### config.mk
export PLATFORM = sky130hd
export DESIGN_NAME = display_mode_arbiter
export DESIGN_NICKNAME = d
export VERILOG_FILES = /design/src/rtl/display_pkg.sv /design/src/rtl/display_mode_arbiter_blank_timer.sv /design/src/rtl/display_mode_arbiter.sv
export SDC_FILE = /design/constraint.sdc
export NUM_CORES = 1
export LEC_CHECK = 0
export CAP_MARGIN = 0
export CORE_UTILIZATION = 42
export DETAILED_ROUTE_END_ITERATION = 8
export GPL_TIMING_DRIVEN = 0
export PLACE_DENSITY = 0.94
export REMOVE_ABC_BUFFERS = 1
export SLEW_MARGIN = 20
export SYNTH_ARGS = -nofsm -noshare
export SYNTH_HDL_FRONTEND = slang
export SYNTH_HIERARCHICAL = 1
export SYNTH_SLANG_ARGS = --single-unit
### constraint.sdc
create_clock -name clk -period 3.6 [get_ports clk]
set_input_delay 1.08 -clock clk [delete_from_list [all_inputs] [get_ports clk]]
set_output_delay 1.08 -clock clk [all_outputs]
set_load 0.005 [all_outputs]
### src/rtl/display_pkg.sv
// Shared types and constants for the display mode arbiter and its helpers.
// Latency: n/a (declarations only).
// Backpressure: n/a.
package display_pkg;

    // The grant is either held (ACTIVE) or withdrawn while a switch settles (BLANK).
    typedef enum logic {
        ACTIVE = 1'b0,
        BLANK  = 1'b1
    } arb_state_t;

    // PS/2 set-2 make codes of the function keys used as mode hotkeys.
    localparam logic [7:0] SC_F1 = 8'h05;
    localparam logic [7:0] SC_F2 = 8'h06;
    localparam logic [7:0] SC_F3 = 8'h04;
    localparam logic [7:0] SC_F4 = 8'h0C;

    // Active-low segments: all ones turns every segment off.
    localparam logic [31:0] SEG_BLANK = 32'hFFFF_FFFF;
    localparam logic [15:0] LED_OFF   = 16'h0000;

    // Returns {is_hotkey, mode_index}; the index is meaningless when is_hotkey is 0.
    function automatic logic [2:0] decode_hotkey(input logic [7:0] sc);
        logic [2:0] res;
        res = 3'b000;
        case (sc)
            SC_F1:   res = 3'b100;
            SC_F2:   res = 3'b101;
            SC_F3:   res = 3'b110;
            SC_F4:   res = 3'b111;
            default: res = 3'b000;
        endcase
        return res;
    endfunction

endpackage

### src/rtl/display_mode_arbiter_blank_timer.sv
// Loadable down-counter that parks at zero; used for switch blanking and idle timeout.
// Latency: load takes effect on the next edge; zero is a combinational decode of the count.
// Backpressure: none; load always wins over counting.
module blank_timer #(
    parameter int W = 20
) (
    input  logic         clk,
    input  logic         reset_n,
    input  logic         load,
    input  logic [W-1:0] load_val,
    output logic         zero
);

    logic [W-1:0] cnt_q;

    // Reload on request, otherwise count down and hold at zero.
    always_ff @(posedge clk or negedge reset_n) begin
        if (!reset_n) begin
            cnt_q <= '0;
        end else if (load) begin
            cnt_q <= load_val;
        end else if (cnt_q != '0) begin
            cnt_q <= cnt_q - W'(1);
        end
    end

    assign zero = (cnt_q == '0);

endmodule

### src/rtl/display_mode_arbiter.sv
// Grants the 7-seg/LED outputs and keyboard stream to one of NUM_MODES mode controllers,
// with a blanking interval on every switch. Optional idle auto-return under DISP_ARB_TIMEOUT_EN.
// Latency: outputs and kb_out registered (1 cycle). Backpressure: none; requests during blanking retarget.
module display_mode_arbiter
    import display_pkg::*;
#(
    parameter int          NUM_MODES    = 4,
    parameter int          BLANK_CYCLES = 1_000_000,
    parameter logic [31:0] BLANK_WORD   = SEG_BLANK
`ifdef DISP_ARB_TIMEOUT_EN
    ,
    parameter longint unsigned IDLE_TIMEOUT = 64'd6_000_000_000
`endif
) (
    input  logic                   clk,
    input  logic                   reset_n,
    input  logic [NUM_MODES-1:0]   mode_req,
    input  logic [7:0]             keyboard,
    input  logic                   kb_valid,
    input  logic [32*NUM_MODES-1:0] disp_in,
    input  logic [16*NUM_MODES-1:0] led_in,
    output logic [NUM_MODES-1:0]   mode_enable,
    output logic [7:0]             kb_out,
    output logic [31:0]            display_out,
    output logic [15:0]            led_out,
    output logic [1:0]             current_mode,
    output logic                   busy
);

    // The counter is loaded with BLANK_CYCLES-1 and the zero cycle is still blank,
    // so exactly BLANK_CYCLES blank cycles are seen.
    localparam int             BW         = (BLANK_CYCLES > 1) ? $clog2(BLANK_CYCLES) : 1;
    localparam logic [BW-1:0]  BLANK_LOAD = BW'(BLANK_CYCLES - 1);

    arb_state_t           state_q, state_nxt;
    logic [1:0]           mode_q, mode_nxt;
    logic [7:0]           kb_q, kb_nxt;
    logic [31:0]          disp_q, disp_nxt;
    logic [15:0]          led_q, led_nxt;

    logic [2:0]           hk_dec;
    logic                 hk_hit;
    logic [1:0]           hk_idx;
    logic [NUM_MODES-1:0] hk_vec;
    logic [NUM_MODES-1:0] req_vec;
    logic                 req_any;
    logic [1:0]           req_idx;

    logic                 blank_load;
    logic                 blank_zero;
    logic                 timeout_fire;

    // Turn a function-key scan code into a request bit; keys beyond NUM_MODES map to nothing.
    always_comb begin
        hk_dec = decode_hotkey(keyboard);
        hk_hit = kb_valid && hk_dec[2];
        hk_idx = hk_dec[1:0];
        hk_vec = '0;
        for (int i = 0; i < NUM_MODES; i++) begin
            hk_vec[i] = hk_hit && (hk_idx == 2'(i));
        end
    end

    // Merge buttons, hotkeys and the idle timeout, then pick the lowest requested index.
    always_comb begin
        req_vec    = mode_req | hk_vec;
        req_vec[0] = req_vec[0] | timeout_fire;
        req_any    = |req_vec;
        req_idx    = '0;
        for (int i = NUM_MODES - 1; i >= 0; i--) begin
            if (req_vec[i]) begin
                req_idx = 2'(i);
            end
        end
    end

    // Next-state logic: any request for a mode other than the current/pending one (re)starts blanking.
    always_comb begin
        state_nxt  = state_q;
        mode_nxt   = mode_q;
        blank_load = 1'b0;
        case (state_q)
            ACTIVE: begin
                if (req_any && (req_idx != mode_q)) begin
                    state_nxt  = BLANK;
                    mode_nxt   = req_idx;
                    blank_load = 1'b1;
                end
            end
            BLANK: begin
                if (req_any && (req_idx != mode_q)) begin
                    mode_nxt   = req_idx;
                    blank_load = 1'b1;
                end else if (blank_zero) begin
                    state_nxt = ACTIVE;
                end
            end
            default: begin
                state_nxt = ACTIVE;
                mode_nxt  = '0;
            end
        endcase
    end

    // Output mux is evaluated against the next state so registered outputs line up with the grant.
    always_comb begin
        kb_nxt   = '0;
        disp_nxt = BLANK_WORD;
        led_nxt  = LED_OFF;
        // Forward only ordinary scan codes, and only when the grant survives this cycle.
        if ((state_q == ACTIVE) && (state_nxt == ACTIVE) && kb_valid && !hk_dec[2]) begin
            kb_nxt = keyboard;
        end
        if (state_nxt == ACTIVE) begin
            disp_nxt = disp_in[32*int'(mode_nxt) +: 32];
            led_nxt  = led_in[16*int'(mode_nxt) +: 16];
        end
    end

    // State, mode index and registered outputs; reset lands straight in mode 0.
    always_ff @(posedge clk or negedge reset_n) begin
        if (!reset_n) begin
            state_q <= ACTIVE;
            mode_q  <= '0;
            kb_q    <= '0;
            disp_q  <= BLANK_WORD;
            led_q   <= LED_OFF;
        end else begin
            state_q <= state_nxt;
            mode_q  <= mode_nxt;
            kb_q    <= kb_nxt;
            disp_q  <= disp_nxt;
            led_q   <= led_nxt;
        end
    end

    // One-hot grant derived from the state register; all zero while blanking.
    always_comb begin
        mode_enable = '0;
        for (int i = 0; i < NUM_MODES; i++) begin
            mode_enable[i] = (state_q == ACTIVE) && (mode_q == 2'(i));
        end
    end

    assign kb_out       = kb_q;
    assign display_out  = disp_q;
    assign led_out      = led_q;
    assign current_mode = mode_q;
    assign busy         = (state_q == BLANK);

    blank_timer #(
        .W(BW)
    ) u_blank_timer (
        .clk      (clk),
        .reset_n  (reset_n),
        .load     (blank_load),
        .load_val (BLANK_LOAD),
        .zero     (blank_zero)
    );

`ifdef DISP_ARB_TIMEOUT_EN
    localparam int            IW        = (IDLE_TIMEOUT > 1) ? $clog2(IDLE_TIMEOUT) : 1;
    localparam logic [IW-1:0] IDLE_LOAD = IW'(IDLE_TIMEOUT - 1);

    logic any_input;
    logic idle_armed;
    logic idle_load;
    logic idle_zero;

    // Idle count only runs while a non-default mode holds the grant; any input rearms it.
    always_comb begin
        any_input    = (|mode_req) || kb_valid;
        idle_armed   = (state_q == ACTIVE) && (mode_q != 2'd0);
        idle_load    = any_input || !idle_armed;
        timeout_fire = idle_armed && idle_zero && !any_input;
    end

    blank_timer #(
        .W(IW)
    ) u_idle_timer (
        .clk      (clk),
        .reset_n  (reset_n),
        .load     (idle_load),
        .load_val (IDLE_LOAD),
        .zero     (idle_zero)
    );
`else
    assign timeout_fire = 1'b0;
`endif

endmodule

==> results of run 1 <==
==> cell usage after synthesis (2+ instances only) <==
library cell                 n
sky130_fd_sc_hd__buf_4       2
sky130_fd_sc_hd__xor2_1      7
sky130_fd_sc_hd__dfstp_2    32
sky130_fd_sc_hd__o31ai_1     6
sky130_fd_sc_hd__mux2_2      3
sky130_fd_sc_hd__nand2b_1    3
sky130_fd_sc_hd__nor2_1      8
sky130_fd_sc_hd__inv_1       6
sky130_fd_sc_hd__conb_1      2
sky130_fd_sc_hd__ha_1        2
sky130_fd_sc_hd__nand2_1   213
sky130_fd_sc_hd__or4_1       2
sky130_fd_sc_hd__o21ai_2     9
sky130_fd_sc_hd__o21ai_1    35
sky130_fd_sc_hd__xnor2_1    10
sky130_fd_sc_hd__nor2b_1     7
sky130_fd_sc_hd__and2_1      9
sky130_fd_sc_hd__nor3_1      8
sky130_fd_sc_hd__or4_4       2
sky130_fd_sc_hd__nor3b_1     3
sky130_fd_sc_hd__nor4_1      5
sky130_fd_sc_hd__and3_1     80
sky130_fd_sc_hd__a311oi_1    2
sky130_fd_sc_hd__buf_2      17
sky130_fd_sc_hd__clkbuf_1   21
sky130_fd_sc_hd__buf_6       2
sky130_fd_sc_hd__or3_1       4
sky130_fd_sc_hd__nand3_1    34
sky130_fd_sc_hd__dfrtp_1    47
sky130_fd_sc_hd__o21ai_0     6
==> per-layer routing <==
metal	share of wire, %	wire, um	track usage (%)
met1	39	6160	31.5
met2	51	8200	48.5
met3	7.5	1200	7.82
met4	2.6	420	10.5
met5	0	0	0
==> worst max-delay path, delay by kind of cell <==
| family | cells | cell delay, ns |
|---|---|---|
| buf+inv | 2 | 0.77 |
| compound gates | 3 | 1.43 |
| simple gates | 3 | 0.48 |
==> stage by stage <==
stage	utilization (%)	hold WS [ns]	instance area, um2	total power, uW	setup WS (ns)
2_1_floorplan	-	0.537	4730	1260	-1.71
3_3_place_gp	68.5	0.558	7590	1570	-6.58
3_5_place_dp	70.3	0.566	7780	1600	-0.833
4_1_cts	73.3	0.581	8120	2600	0.0179
5_1_grt	73.6	0.610	8150	2710	-0.0590
6_report	73.6	0.577	8150	2580	0.0745
==> final cells by class <==
cell class / count / area, um2 / share of cell area [%]
timing repair buffer: 279 / 2870 / 35.2
multi-input combinational: 505 / 2730 / 33.5
sequential: 79 / 2020 / 24.8
clock buffer: 10 / 239 / 2.93
tap: 140 / 175 / 2.15
clock inverter: 6 / 93.8 / 1.15
inverter: 7 / 28.8 / 0.353
==> power breakdown <==
group / internal [uW] / switching (uW)
logic: 355 / 260
clock network: 629 / 357
registers: 932 / 47.9
==> placed cells by master, fill, tap and decap left out, drive strengths merged, types with 2 or more instances in the layout <==
cell type      instances
a2111oi                2
a311oi                 2
and2                   9
and3                  80
buf                   11
bufinv                 2
clkbuf                10
clkdlybuf4s50        268
clkinv                 3
conb                  20
dfrtp                 47
dfstp                 32
ha                     2
inv                    7
mux2                   3
nand2                214
nand2b                 3
nand3                 34
nand4                  2
nor2                   9
nor2b                  7
nor3                   9
nor3b                  4
nor4                   6
o21ai                 50
o31ai                  7
or2                    2
or3                    4
or4                    4
xnor2                 10
xor2                   7
==> path summary, 6_finish.rpt <==
kind,startpoint,to,slack [ns],cells past startpoint
max in group asynchronous,reset_n,display_out[21]$_DFF_PN1_,2.18,2
worst min register to register,u_blank_timer/cnt_q[19]$_DFFE_PN0P_,u_blank_timer/cnt_q[19]$_DFFE_PN0P_,0.58,2
worst max-delay path,keyboard[0],led_out[10]$_DFF_PN0_,0.07,8
worst min-delay path,u_blank_timer/cnt_q[19]$_DFFE_PN0P_,u_blank_timer/cnt_q[19]$_DFFE_PN0P_,0.58,2
min in group asynchronous,reset_n,u_blank_timer/cnt_q[11]$_DFFE_PN0P_,0.76,1
worst max register to register,u_blank_timer/cnt_q[17]$_DFFE_PN0P_,led_out[10]$_DFF_PN0_,0.89,7
==> cell families after synthesis <==
| logic type | Yosys count |
|---|---|
| AO/OA/AOI/OAI | 71 |
| adder cells (fa/ha/maj) | 3 |
| flip-flops | 79 |
| XOR/XNOR | 17 |
| AND/OR/NAND/NOR | 391 |
| buffers and inverters | 49 |
| other | 2 |
| multiplexers | 3 |
==> flip-flops by register name, summed over array words and instances (netlist names) <==
name	count
display_out	32
u_blank_timer/cnt_q	20
led_out	16
kb_out	8
current_mode	2
busy	1
==> repair_timing <==
action	CTS	global route
endpoints found under the setup margin	20	45
pin swaps	0	2
resized for setup	3	3
cloned	0	0
hold endpoints to repair	0	0
setup buffers	0	2
==> results by group, run 1 <==
Placement
  • DP Cell Count: 1,008
  • Final GP Congestion: 0.825
  • HPWL Detailed: 12,100 um
  • Port Buffers: 269

Detailed routing
  • Detailed Routing Iterations Pass 1: 4
  • WL per Instance: 15.6 um
  • Remaining routing DRC violations: 0
  • Wire length reported by the detailed router: 16,000 um
  • Count of antenna-violating nets left after detailed routing: 0
  • Initial detailed-routing violation count: 250
  • Total via count after detailed routing: 5,322
  • Via density per instance: 5.19

Timing
  • Worst max-slew margin expressed relative to the limit: 55.7%
  • Setup Total Neg Slack: 0 ns
  • Setup skew after layout: 0.0145 ns
  • Max-slew violations: 0
  • Max frequency: 284 MHz
  • Transition at the pin with the smallest max-transition slack: 0.663 ns
  • Minimum period implied by the final worst setup slack: 3.53 ns
  • Unrepaired setup endpoints after global routing: yes
  • Share of the clock period used by the worst path: 97.9%
  • Final Hold Violating Endpoints: 0
  • Finish-stage setup viols: 0

Floorplanning
  • Die area: 0.0120 mm2
  • Floorplan die width: 110 um
  • Starting density of the core: 43.9%
  • Area of the core: 0.0111 mm2
  • Top Ports: 270
  • Rows: 38
  • Vert. Die Dim: 110 um

Critical path
  • Startpoint Class: primary input
  • Critical path peak fanout: 28
  • CP Capture Type: flip-flop
  • Highest cell delay on the worst timing path: 0.58 ns
  • Worst endpoint data arrival time: 3.78 ns
  • Series of cell instances along the critical path: clkdlybuf4s50_1 > nor2b_1 > a41oi_1 > nor2b_1 > o31a_1 > a21oi_4 > buf_16 > and3_1
  • Worst path most repeated cell: sky130_fd_sc_hd__nor2b_1
  • Critical Path RT: 3.85 ns
  • Crit Path Class: primary input to flip-flop
  • Critical-path top delay cell: sky130_fd_sc_hd__a21oi_4

Clocking
  • CTS clk-pin slew, worst paths: 0.06 ns
  • Clk sink count: 79
  • Number of buffers added by the clock tree synthesis step: 9
  • Hold bufs inserted after CTS: 0
  • Maximum number of buffers from clock root to sink: 2
  • Number of H-tree levels: 3
  • Clock tree from TritonCTS: yes
  • Worst-skew pair later-pin latency: 0.33 ns
  • Root buffer selected by CTS: sky130_fd_sc_hd__clkbuf_16

Hold path
  • Min-Delay Path Class: flip-flop to flip-flop

Logic synthesis
  • Most frequently used flop master after synthesis: sky130_fd_sc_hd__dfrtp_1
  • Gate Count Post-Synth: 615
  • Sequential-to-total area share from yosys stat: 41.5%
  • Compound-gate portion of the synthesized area: 9.94%
  • Yosys top cell area share: 24.2%
  • Main combinational cell family by area after synthesis: simple AND/OR/NAND/NOR gates
  • Share of flip-flops with an asynchronous set or reset after synthesis: 100%
  • Combined area of all synthesized cells: 0.00486 mm2
  • Cells taking the most area after synthesis: sky130_fd_sc_hd__dfrtp_1, sky130_fd_sc_hd__dfstp_2, sky130_fd_sc_hd__nand2_1, sky130_fd_sc_hd__and3_1, sky130_fd_sc_hd__o21ai_1
  • Fraction of the mapped netlist area in adder cells: 0.721%
  • Synthesized-area fraction occupied by xor and xnor cells: 3.06%
  • Synth Area per Inst: 7.90 um2
  • Total number of yosys warnings: 6
  • Number of synthesized flops with an enable pin: 0
  • Distinct cells, synth: 58
  • Cell taking the most area after synthesis: sky130_fd_sc_hd__dfrtp_1
  • Mux cell area share after synthesis: 0.695%
  • Area fraction in and, or, nand and nor cells after synthesis: 39.2%
  • Post-synthesis sequential element count: 79

Global routing
  • Combined global-route utilization of all metal layers: 27.5%
  • Largest net degree at the start of global routing: 77
  • Vias in the first global route: 5,291
  • Total grt overflow: 0
  • Global-route wire length before repair: 25,400 um
  • Number of antenna violations at the first check in global routing: 0

Cells and area
  • Fraction of final layout cells with drive strength greater than 1: 10.3%
  • Final net count: 1,090
  • Ant. Diodes: 0
  • Post-Layout Cell Count: 1,026
  • Final-layout fill cell count: 792
  • Area growth from synthesis to layout: 67.7%

Pwr
  • Max VDD drop: 0.000345 V
  • Static Leakage: 0.00360 uW
  • Pwr per Cell Area: 317 mW/mm2

Status
  • Status: finished, final reports clean

Flow run
  • Total of max-cap violations: 0
Note: power is estimated with default switching activity, not from simulation.
==> inputs of run 2 (changes only) <==
--- a/config.mk
+++ b/config.mk
@@ -10,3 +10,2 @@
 export DETAILED_ROUTE_END_ITERATION = 8
-export GPL_TIMING_DRIVEN = 0
 export PLACE_DENSITY = 0.94
--- a/constraint.sdc
+++ b/constraint.sdc
@@ -3,2 +3,2 @@
 set_output_delay 1.08 -clock clk [all_outputs]
-set_load 0.005 [all_outputs]
+set_load 0.1 [all_outputs]
==> run 2 against run 1 <==
Net effect:
- worst hold slack improved by 0.0041 ns
- global-route usage fell by 0.40 points
- core utilization fell by 1.8 points
- design area fell by 2.5%
- sequential share of layout area rose by 0.63 points
- clock power fell by 6.7%
- routed wire length fell by 1.7%
- first-iteration DRC count fell by 6.8%
- flip-flop and latch count did not move
- combinational power rose by 2%
- highest routed layer unchanged
==> results by group, run 2 (synthesized netlist as in run 1, its figures left out) <==
Status
  • Status: finished, final reports clean

Critical path
  • Startpoint Class: primary input
  • Launch point of the worst path: keyboard[0]
  • CP endpoint: kb_out[2]$_DFF_PN0_
  • Critical Path RT: 3.87 ns
  • CP Capture Type: flip-flop
  • Critical path peak fanout: 8
  • Number of buffer and inverter instances along the worst setup path: 2
  • Worst R2R Path Depth: 7
  • Top cell family by delay on the critical path: compound AO/OA/AOI/OAI gates
  • Worst reg2reg path endpoint: led_out[7]$_DFF_PN0_
  • Crit Path Class: primary input to flip-flop
  • Stages on the worst setup path: 8
  • Internal reg-to-reg setup slack: 1.26 ns
  • Highest cell delay on the worst timing path: 0.55 ns
  • Worst path most repeated cell: sky130_fd_sc_hd__nor2b_1
  • Startpoint of the lowest-slack register-to-register path: u_blank_timer/cnt_q[17]$_DFFE_PN0P_
  • Critical-path top delay cell: sky130_fd_sc_hd__clkdlybuf4s50_1
  • Series of cell instances along the critical path: clkdlybuf4s50_1 > nor2b_1 > a41oi_1 > nor2b_1 > o31a_1 > buf_4 > a2111oi_4 > and2_1
  • Worst endpoint data arrival time: 3.48 ns

Clocking
  • Hold bufs inserted after CTS: 0
  • CTS clk-pin slew, worst paths: 0.07 ns
  • Worst-skew pair later-pin latency: 0.33 ns
  • Number of buffers added by the clock tree synthesis step: 9
  • Clk sink count: 79
  • Clock tree from TritonCTS: yes
  • Maximum number of buffers from clock root to sink: 2
  • Number of H-tree levels: 3
  • Root buffer selected by CTS: sky130_fd_sc_hd__clkbuf_16
  • Cells resized by post-CTS repair: 0
  • Buffers inserted during post-CTS setup optimization: 0

Detailed routing
  • Initial detailed-routing violation count: 233
  • Remaining routing DRC violations: 0
  • Wire length reported by the detailed router: 15,700 um
  • Total via count after detailed routing: 5,360
  • Count of antenna-violating nets left after detailed routing: 0
  • Detailed Routing Iterations Pass 1: 6
  • WL per Instance: 15.3 um
  • Via density per instance: 5.20

Pwr
  • Switching part of the total power: 27.0%
  • Static Leakage: 0.00364 uW
  • Cell internal pwr: 1840 uW
  • Psw: 682 uW
  • Max VDD drop: 0.000246 V
  • Portion of total power attributed to sequential cells: 38.8%
  • Pwr per Cell Area: 318 mW/mm2
  • Portion of total power attributed to combinational logic: 24.7%
  • Part of the power in the clock network: 36.5%
  • Total Power: 2530 uW

Cells and area
  • Max reg flops: 32
  • Most common library cell in the layout ignoring fill and taps: sky130_fd_sc_hd__nand2_1
  • Finished Core Util: 71.7%
  • Most frequent cells in the layout: sky130_fd_sc_hd__nand2_1, sky130_fd_sc_hd__clkdlybuf4s50_1, sky130_fd_sc_hd__and3_1
  • Ant. Diodes: 0
  • Area growth from synthesis to layout: 63.5%
  • Final net count: 1,094
  • Fraction of final layout cells with drive strength greater than 1: 17.3%
  • Final-layout fill cell count: 804
  • Sequential cell area: 0.00202 mm2
  • Combined area of the multi-input logic cells: 0.00271 mm2

Global routing
  • Total grt overflow: 0
  • Global-route wire length before repair: 25,400 um
  • Combined global-route utilization of all metal layers: 27.1%
  • Number of antenna violations at the first check in global routing: 0
  • Largest net degree at the start of global routing: 97
  • Vias in the first global route: 5,365

Hold path
  • Min-Delay Path Class: flip-flop to flip-flop
  • Min-Delay Path Depth: 2

Floorplanning
  • Floorplan die width: 110 um
  • Starting density of the core: 43.9%
  • Vert. Die Dim: 110 um
  • Area of the core: 0.0111 mm2
  • Die area: 0.0120 mm2
  • Top Ports: 270
  • Rows: 38

Placement
  • Final GP Congestion: 0.891
  • Port Buffers: 269
  • HPWL Detailed: 11,700 um
  • Post-Place Setup Slack: 0.0560 ns

Flow run
  • Total of max-cap violations: 0

Timing
  • Worst max-slew margin expressed relative to the limit: 35.2%
  • Unrepaired setup endpoints after global routing: no
  • Max frequency: 312 MHz
  • Setup skew after layout: 0.00954 ns
  • Finish-stage setup viols: 0
  • Max-slew violations: 0
  • Final Hold Violating Endpoints: 0
  • Final WS setup: 0.393 ns
  • Share of the clock period used by the worst path: 89.1%
  • Minimum period implied by the final worst setup slack: 3.21 ns
  • Transition at the pin with the smallest max-transition slack: 0.973 ns
## run 2: changes by cell type in the layout (fill, tap and decap cells not counted), moves of 2 or more
cell                              previous run  this run
sky130_fd_sc_hd__buf_4                       3        72
sky130_fd_sc_hd__buf_12                      2         6
sky130_fd_sc_hd__clkdlybuf4s50_1           268       205
sky130_fd_sc_hd__clkinv_4                    3         1
sky130_fd_sc_hd__buf_8                       2         0
sky130_fd_sc_hd__buf_16                      3         0
## run 2: worst register-to-register path, delay by kind of cell, from the launching register on
kind | cells | cell delay (ns)
and+or+nand+nor | 5 | 1.43
AOI/OAI and AO/OA | 1 | 0.17
buffers and inverters | 1 | 0.27
DFF | 1 | 0.40
## run 2: area by class of cell
class                   instances  area share [%]
multi-input cells             505            34.1
clock inverters                 6           0.850
repair buffers                283            34.1
well taps                     140            2.20
inverters                       7           0.331
clock buffers                  10            3.01
flip-flops and latches         79            25.4
## run 2: metal layers
layer  track usage, %  routed length (um)  vias up
met5                0                   0        -
met4             11.2                 505        0
met3             6.70                1200       47
met2             48.7                8080      223
met1             30.6                5930     2496
li1                 -                   -     2594
## run 2: power groups by stage
stage,Sequential (uW),Clock (uW),Combinational (uW)
global placement,990,0,609
detailed placement,993,0,623
floorplan,991,0,277
finish,980,921,625
global route,986,970,689
CTS,980,936,628
## run 2: per-stage QoR
| step | TNS (ns) | cell area (um2) | hold slack (ns) | instances |
|---|---|---|---|---|
| 3_3_place_gp | 0 | 7640 | 0.552 | 1014 |
| 3_5_place_dp | 0 | 7640 | 0.571 | 1014 |
| 2_1_floorplan | -83.53 | 4730 | 0.537 | 591 |
| 6_report | 0 | 7950 | 0.581 | 1030 |
| 5_1_grt | 0 | 7950 | 0.624 | 1030 |
| 4_1_cts | 0 | 7950 | 0.587 | 1030 |
## run 2: how the worst min path moves through the flow
| stage | startpoint | to | slack [ns] |
|---|---|---|---|
| after detailed placement | u_blank_timer/cnt_q[19]$_DFFE_PN0P_ | u_blank_timer/cnt_q[19]$_DFFE_PN0P_ | 0.57 |
| after global routing | u_blank_timer/cnt_q[19]$_DFFE_PN0P_ | u_blank_timer/cnt_q[19]$_DFFE_PN0P_ | 0.62 |
| after floorplan | u_blank_timer/cnt_q[19]$_DFFE_PN0P_ | u_blank_timer/cnt_q[19]$_DFFE_PN0P_ | 0.54 |
| final | u_blank_timer/cnt_q[19]$_DFFE_PN0P_ | u_blank_timer/cnt_q[19]$_DFFE_PN0P_ | 0.58 |
| after global placement | u_blank_timer/cnt_q[19]$_DFFE_PN0P_ | u_blank_timer/cnt_q[19]$_DFFE_PN0P_ | 0.55 |
| after CTS | u_blank_timer/cnt_q[19]$_DFFE_PN0P_ | u_blank_timer/cnt_q[19]$_DFFE_PN0P_ | 0.59 |
==> inputs of run 3 (changes only) <==
- SLEW_MARGIN: 20 -> unset
==> results of run 3 <==
The final DEF is identical to that of run 2; final timing and power are the same.
